===== config.mk =====
export PLATFORM = sky130hd
export DESIGN_NAME = imm_encoder
export DESIGN_NICKNAME = d
export VERILOG_FILES = /design/src/rtl/imm_encoder_pkg.sv /design/src/rtl/imm_pack.sv /design/src/rtl/imm_encoder.sv
export SDC_FILE = /design/constraint.sdc
export NUM_CORES = 1
export LEC_CHECK = 0
export BUFFER_PORTS_ARGS = -buffer_cell sky130_fd_sc_hd__buf_4
export CELL_PAD_IN_SITES_DETAIL_PLACEMENT = 1
export CELL_PAD_IN_SITES_GLOBAL_PLACEMENT = 1
export CORE_ASPECT_RATIO = 0.75
export CORE_MARGIN = 2
export CORE_UTILIZATION = 34
export DETAILED_ROUTE_END_ITERATION = 8
export PLACE_DENSITY_LB_ADDON = 0.3
export SYNTH_ARGS = -nofsm -noshare
export SYNTH_HDL_FRONTEND = slang
export SYNTH_SLANG_ARGS = --single-unit

===== constraint.sdc =====
create_clock -name clk -period 1.7 [get_ports clk]
set_input_delay 0.255 -clock clk [delete_from_list [all_inputs] [get_ports clk]]
set_output_delay 0.255 -clock clk [all_outputs]
set_load 0.05 [all_outputs]

===== src/rtl/imm_encoder_pkg.sv =====
// Shared immediate-format definitions for the
// encode and decode immediate paths.
package imm_encoder_pkg;

   typedef enum logic [2:0] {
      IMM_I = 3'b000,
      IMM_S = 3'b001,
      IMM_B = 3'b010,
      IMM_J = 3'b011,
      IMM_U = 3'b100
   } imm_op_e;

   // Highest immediate bit that may differ from the sign
   localparam int I_MSB = 11;
   localparam int S_MSB = 11;
   localparam int B_MSB = 12;
   localparam int J_MSB = 20;
   // Lowest immediate bit carried by the U format
   localparam int U_LSB = 12;

   // True when v[31:msb] are all equal
   function automatic logic sext_ok(
      input logic [31:0] v,
      input int          msb
   );
      logic [31:0] m;
      m = 32'hFFFF_FFFF << msb;
      return ((v & m) == m) || ((v & m) == 32'h0);
   endfunction

endpackage


===== src/rtl/imm_pack.sv =====
// Combinational range check and field packing
// of an immediate into a base instruction word.
module imm_pack
   import imm_encoder_pkg::*;
(
   input  logic [31:0] base_i,
   input  logic [31:0] imm_i,
   input  logic [2:0]  op_i,
   output logic [31:0] inst_o,
   output logic        err_o
);

   logic [31:0] pk;
   logic        ok;

   // Pack per format; unrepresentable keeps the base
   always_comb begin
      pk = base_i;
      ok = 1'b0;
      case (op_i)
         IMM_I: begin
            ok         = sext_ok(imm_i, I_MSB);
            pk[31:20]  = imm_i[11:0];
         end
         IMM_S: begin
            ok         = sext_ok(imm_i, S_MSB);
            pk[31:25]  = imm_i[11:5];
            pk[11:7]   = imm_i[4:0];
         end
         IMM_B: begin
            ok         = sext_ok(imm_i, B_MSB) && !imm_i[0];
            pk[31]     = imm_i[12];
            pk[30:25]  = imm_i[10:5];
            pk[11:8]   = imm_i[4:1];
            pk[7]      = imm_i[11];
         end
         IMM_J: begin
            ok         = sext_ok(imm_i, J_MSB) && !imm_i[0];
            pk[31]     = imm_i[20];
            pk[30:21]  = imm_i[10:1];
            pk[20]     = imm_i[11];
            pk[19:12]  = imm_i[19:12];
         end
         IMM_U: begin
            ok         = (imm_i[U_LSB-1:0] == '0);
            pk[31:12]  = imm_i[31:12];
         end
         default: begin
            ok = 1'b0;
         end
      endcase
      inst_o = ok ? pk : base_i;
      err_o  = !ok;
   end

endmodule


===== src/rtl/imm_encoder.sv =====
// Two-stage valid/ready immediate encoder with
// a saturating count of errored results.
module imm_encoder
   import imm_encoder_pkg::*;
#(
   parameter int ERR_CNT_W = 16
) (
   input  logic                 clk,
   input  logic                 rst,
   input  logic                 in_valid,
   output logic                 in_ready,
   input  logic [31:0]          in_base,
   input  logic [31:0]          in_imm,
   input  logic [2:0]           in_imm_op,
   output logic                 out_valid,
   input  logic                 out_ready,
   output logic [31:0]          out_inst,
   output logic                 out_err,
   output logic [ERR_CNT_W-1:0] err_cnt,
   input  logic                 err_clr
);

   logic [31:0]          pk_inst;
   logic                 pk_err;
   logic                 s1_v_q;
   logic [31:0]          s1_inst_q;
   logic                 s1_err_q;
   logic                 s2_v_q;
   logic [31:0]          s2_inst_q;
   logic                 s2_err_q;
   logic [ERR_CNT_W-1:0] cnt_q;
   logic [ERR_CNT_W-1:0] cnt_d;
   logic                 s1_adv;
   logic                 s2_adv;

   imm_pack u_pack (
      .base_i (in_base),
      .imm_i  (in_imm),
      .op_i   (in_imm_op),
      .inst_o (pk_inst),
      .err_o  (pk_err)
   );

   assign s2_adv    = !s2_v_q || out_ready;
   assign s1_adv    = !s1_v_q || s2_adv;
   assign in_ready  = s1_adv;
   assign out_valid = s2_v_q;
   assign out_inst  = s2_inst_q;
   assign out_err   = s2_err_q;
   assign err_cnt   = cnt_q;

   // Next error count; clear beats a same-cycle increment
   always_comb begin
      cnt_d = cnt_q;
      if (err_clr) begin
         cnt_d = '0;
      end else if (s2_v_q && out_ready && s2_err_q
                   && (cnt_q != '1)) begin
         cnt_d = cnt_q + ERR_CNT_W'(1);
      end
   end

   // Pipeline stages and counter state
   always_ff @(posedge clk) begin
      if (rst) begin
         s1_v_q    <= 1'b0;
         s1_inst_q <= '0;
         s1_err_q  <= 1'b0;
         s2_v_q    <= 1'b0;
         s2_inst_q <= '0;
         s2_err_q  <= 1'b0;
         cnt_q     <= '0;
      end else begin
         cnt_q <= cnt_d;
         if (s1_adv) begin
            s1_v_q <= in_valid;
            if (in_valid) begin
               s1_inst_q <= pk_inst;
               s1_err_q  <= pk_err;
            end
         end
         if (s2_adv) begin
            s2_v_q <= s1_v_q;
            if (s1_v_q) begin
               s2_inst_q <= s1_inst_q;
               s2_err_q  <= s1_err_q;
            end
         end
      end
   end

endmodule


Word level (Yosys, flattened, before mapping)

Index checks and enable logic that the tools add are counted.

Equality and inequality tests: 8
Mux-type cells: 6
Reductions and logical operators: 24
$add $sub $neg: 1

Operators with widths:

| operator              | number |
|---|---|
| $logic_not 32->1      | 3 |
| $mux 32               | 1 |
| $pmux 7 s4            | 1 |
| $eq 21x21->1 const B  | 1 |
| $eq 20x20->1 const B  | 1 |
| $add 16x1->16 const B | 1 |
| $ne 16x16->1 const B  | 1 |
| $pmux 5 s3            | 1 |
| $eq 12x12->1 const B  | 1 |
| $logic_not 12->1      | 1 |
| $pmux 5 s2            | 1 |
| $mux 8                | 1 |
| $eq 3x2->1 const B    | 2 |
| $reduce_or 2->1       | 3 |
| $logic_and 1x1->1     | 5 |
| $logic_or 1x1->1      | 5 |
| $logic_not 1->1       | 4 |
| $pmux 1 s4            | 1 |
| $reduce_and 2->1      | 2 |
| $eq 3x1->1 const B    | 1 |
| $eq 3x3->1 const B    | 1 |
| $logic_not 3->1       | 1 |

Logic and storage cells: 46
Input port bits: 72
Register bits: 84

Longest topological paths before layout

Depth after elaboration: 5
Depth in mapped cells: 9
Depth with buffers taken out: 6

Hierarchy

Synthesis repeated with hierarchy kept, for this count alone.

Cell total of the unflattened synthesis: 547
Area, all modules: 4216.5 µm²

Modules (own cells, without submodules):

| module      | area each (µm²) | instances | cells an instance |
|---|---|---|---|
| imm_encoder | 3183.1          | 1         | 402 |
| imm_pack    | 1033.5          | 1         | 145 |

Least setup slack after synthesis

OpenSTA, ideal clock, no wires.

Path type: register -> register
From: register s2_v_q (netlist: out_valid)
To: register s1_inst_q[11]
Arrival: 2.316 ns
Period minus slack after synthesis: 2.435 ns
Stages on the path, launching flop included: 8
Setup time: 0.120 ns
Slack: -0.735 ns
Data required time: 1.580 ns
Path through: dfxtp_1 > nor2b_1 > nand2_1 > nand2_1 > buf_1 > nor2_1 > a22oi_1 > o2bb2ai_1

Longest elaborated chain between the ends: 4

Ends and longest elaborated chain:

| what                              | line              | RTL |
|---|---|---|
| from (decl)                       | imm_encoder.sv:28 | `logic s2_v_q;` |
| from (signal assigned)            | imm_encoder.sv:83 | `s2_v_q <= s1_v_q;` |
| $logic_not 1->1                   | imm_encoder.sv:44 | `assign s2_adv = !s2_v_q \|\| out_ready;` |
| $logic_or 1x1->1                  | imm_encoder.sv:44 |  |
| $logic_or 1x1->1                  | imm_encoder.sv:45 | `assign s1_adv = !s1_v_q \|\| s2_adv;` |
| via in_ready                      | imm_encoder.sv:11 | `output logic in_ready,` |
| $reduce_and 2->1 (no source line) | --                |  |
| to (signal assigned)              | imm_encoder.sv:78 | `s1_inst_q <= pk_inst;` |
| to (decl)                         | imm_encoder.sv:26 | `logic [31:0] s1_inst_q;` |

The timed path passes the listed nets, and every way through them passes these cells.
A chain may end at the register's enable or synchronous reset.

Final worst setup path

From: input port in_imm[31]
To: register s1_inst_q[28]

Longest elaborated chain between the ends: 5

Ends and longest elaborated chain:

| what                                        | line                           | RTL |
|---|---|---|
| from (decl)                                 | imm_encoder.sv:13              | `input logic [31:0] in_imm,` |
| $eq 20x20->1, or another cell as far along  | imm_encoder_pkg.sv:28          | `return ((v & m) == m) \|\| ((v & m) == 32'h0);` |
| $logic_or 1x1->1                            | imm_encoder_pkg.sv:28          |  |
| $logic_and 1x1->1, on equally long branches | imm_pack.sv:31, imm_pack.sv:38 |  |
| $pmux 1 s4 *                                | imm_pack.sv:20                 | `case (op_i)` |
| $mux 32 *                                   | imm_pack.sv:52                 | `inst_o = ok ? pk : base_i;` |

Every way passes the cells marked *; elsewhere a longest branch is shown, timed or not.

==> impl_metrics.ini <==
[synth]
synth.largest_area_cell = dfxtp_1
syn_inst = 500
async_flop_share_pct = 0
synth_ff_type = dfxtp_1
synth_edf_count = 0
synth_common_cells = 99 x nand2_1, 84 x dfxtp_1, 54 x a21oi_1, 44 x nor2_1, 21 x clkbuf_1
synth_area_sq_um = 4080
avgSynthCellArea_sq_um = 8.15
yosysUniqueCellTypes = 55
synth.most_common_cell = nand2_1
synthTopCellsByArea = dfxtp_1 41%, nand2_1 9.1%, a21oi_1 6.6%
ys_ff_latch = 84
syn_nets = 573
yosys_warnings = 0
yosysSeqAreaShare_pct = 41.3
synth_top_area_share_pct = 41.3

[drt]
dr.first_iter.drc_count = 182
vias = 4329
postRouteAntennaNets = 0
drt-total-wl_mm = 14.0
dr.pass1.iters = 4
wl_per_cell_microns = 16.8
drcViolationCount = 0
viasPerCell = 5.20

[clock_tree]
clkSinkCount = 84
clk_latency_ps = 340
h-tree-depth = 3
cts_tree = done
cts_buffer_depth = 2
clk_pin_slew_ps = 70
clock-root-buffer = clkbuf_16
numCtsBuffers = 9

[flow_run]
cap_violations = 0

[placement]
port_buffers = 122
place_ws_ps = -486
gp_congestion = 0.905
hpwl_mm = 10.2

[worst_setup_path]
rr_endpoint = err_cnt[7]
worst_ep_required_time_ps = 1980
crit_start = in_imm[31]
end_kind = register
arrival_ps = 2000
reg2reg_slack_ps = 40
max_stage_delay_ps = 570
cpMostUsedCell = or4_1
rr_startpoint = err_cnt[0]
start_kind = input pin
cpMaxStageDelayCell = or4_1
r2r_cells = 7
critPathKind = input pin to register
cp_cell_sequence = buf_4 -> nand4_1 -> or4_1 -> nand3_2 -> o22ai_4 -> buf_12 -> or4_1 -> nand3_1
critPathCapture = s1_inst_q[28]
path_max_fanout = 5

[die]
die_h_microns = 98.8
rows = 34
dieArea_sq_um = 12900
fp.coreArea_sq_um = 11700
die_w_microns = 130
io_pins = 123
start_util_pct = 35.0

[run_status]
violations = setup timing
outcome = complete, but fails checks

[layout]
syn2layout_area_growth_pct = 51.9
layout.nets = 739
antenna_cells = 0
drive_above_1_share_pct = 39.9

[power_and_ir_drop]
p_comb_share_pct = 15.1
seqPwrFrac_pct = 43.2
power_density_nw_per_um2 = 780
vdd_drop_max_v = 0.000477
cellLeakagePower_nw = 2.48
clkPwrFrac_pct = 41.8
p_switching_mw = 1.28
internal_power_mw = 3.54
swShare_pct = 26.6

[global_route]
grt_pass1_wl_mm = 22.1
grt_max_degree = 36
grt_pass1_vias = 4338
use_met2_pct = 35.8
grt_use_total_pct = 21.7
use_met3_pct = 4.29
antenna_found_initial = 0
grt-ovfl-total = 0
grtUsageMet1_pct = 29.1
gr-max-usage-layer = met2

[sta]
hold_ws_ps = 163
fin_tns_setup_ps = -36.2
rsz0062_at_grt = yes
fin_crit_sh_pct = 101
relSlewSlack_pct = 77.6
fin_ws_ps = -23.5
post-route-min-period_ps = 1720
tightestPinTransition_ps = 335
max_freq_ghz = 0.580
setup_viol = 2
drv_slew = 0
hold_viol = 0
skew_ps = 6.34

[hold_path]
hold_class = input pin to register
## kinds of logic after synthesis
family / after synthesis / share of synthesized area [%]
AND/OR/NAND/NOR: 236 / 29.0
AO/OA/AOI/OAI: 111 / 17.8
flip-flops: 84 / 41.3
buffers and inverters: 39 / 4.88
multiplexers: 16 / 3.96
XOR/XNOR: 13 / 2.79
adder cells (fa/ha/maj): 1 / 0.307
## metal layers
layer | part of all wire, % | routed length (microns)
met1 | 46 | 6460
met2 | 48 | 6660
met3 | 4.7 | 657
met4 | 1.6 | 220
met5 | 0 | 0
## timing repair
item / CTS / global route
endpoints found under the setup margin: 12 / 28
pin swaps: 11 / 17
hold buffers: 0 / 0
gates cloned: 0 / 0
setup buffers: 6 / 3
endpoints found under the hold margin: 0 / 0
resized for setup: 17 / 27
## stage by stage
| step | instance area, sq um | power [mW] | cells | utilization (%) |
|---|---|---|---|---|
| after global routing | 6190 | 5.00 | 833 | 53.1 |
| after CTS | 6040 | 4.85 | 831 | 51.8 |
| after detailed placement | 5580 | 2.82 | 809 | 47.8 |
| final | 6190 | 4.83 | 833 | 53.1 |
| after floorplan | 4150 | 2.47 | 500 | - |
| after global placement | 5580 | 2.80 | 809 | 47.8 |
## worst min path at each step
| stage | start | end | slack, ps | cells past startpoint |
|---|---|---|---|---|
| detailed placement | s1_inst_q[30] | out_inst[30] | 450 | 2 |
| floorplan | in_imm[3] | s1_inst_q[10] | 370 | 1 |
| finish | in_base[4] | s1_inst_q[4] | 160 | 3 |
| CTS | in_base[4] | s1_inst_q[4] | 150 | 3 |
| global placement | s1_inst_q[6] | out_inst[6] | 440 | 2 |
| global route | in_base[1] | s1_inst_q[1] | 170 | 3 |
## state kept, by name (all words and copies together), names as in the netlist
signal,flops
out_err,1
s1_inst_q,32
out_inst,32
out_valid,1
s1_v_q,1
s1_err_q,1
err_cnt,16
## cell type report
| cell class | instances | area (sq um) |
|---|---|---|
| fillers | 1415 | 5470 |
| multi-input cells | 377 | 2440 |
| flip-flops and latches | 84 | 1720 |
| repair buffers | 189 | 1500 |
| clock buffers | 10 | 239 |
| well taps | 162 | 203 |
| clock inverters | 6 | 71.3 |
| inverters | 5 | 18.8 |
## cells in the final DEF (no fill, tap or decap), types with 8 or more instances in the layout
cell	synthesis	routed
xnor2_1	8	8
clkbuf_16	0	9
dfxtp_2	0	13
nor2_1	44	44
dfxtp_1	84	66
nand2_1	99	97
nand4b_1	8	8
buf_4	1	178
a21oi_1	54	52
nand3_1	19	13
a211oi_1	12	12
nand3b_1	8	8
a22oi_1	8	8
mux2i_1	15	15
## power by group through the flow
| stage | Clock, mW | Combinational, mW | Sequential (mW) |
|---|---|---|---|
| detailed placement | 0 | 0.691 | 2.13 |
| global placement | 0 | 0.672 | 2.12 |
| global route | 2.13 | 0.783 | 2.09 |
| floorplan | 0 | 0.275 | 2.19 |
| finish | 2.01 | 0.726 | 2.08 |
| CTS | 2.05 | 0.712 | 2.08 |
## worst max-delay path: cells and delay by family
family | cells | cell delay (ps)
compound gates | 1 | 100
buf+inv | 2 | 260
simple gates | 5 | 1390
Note: power is estimated with default switching activity, not from simulation.
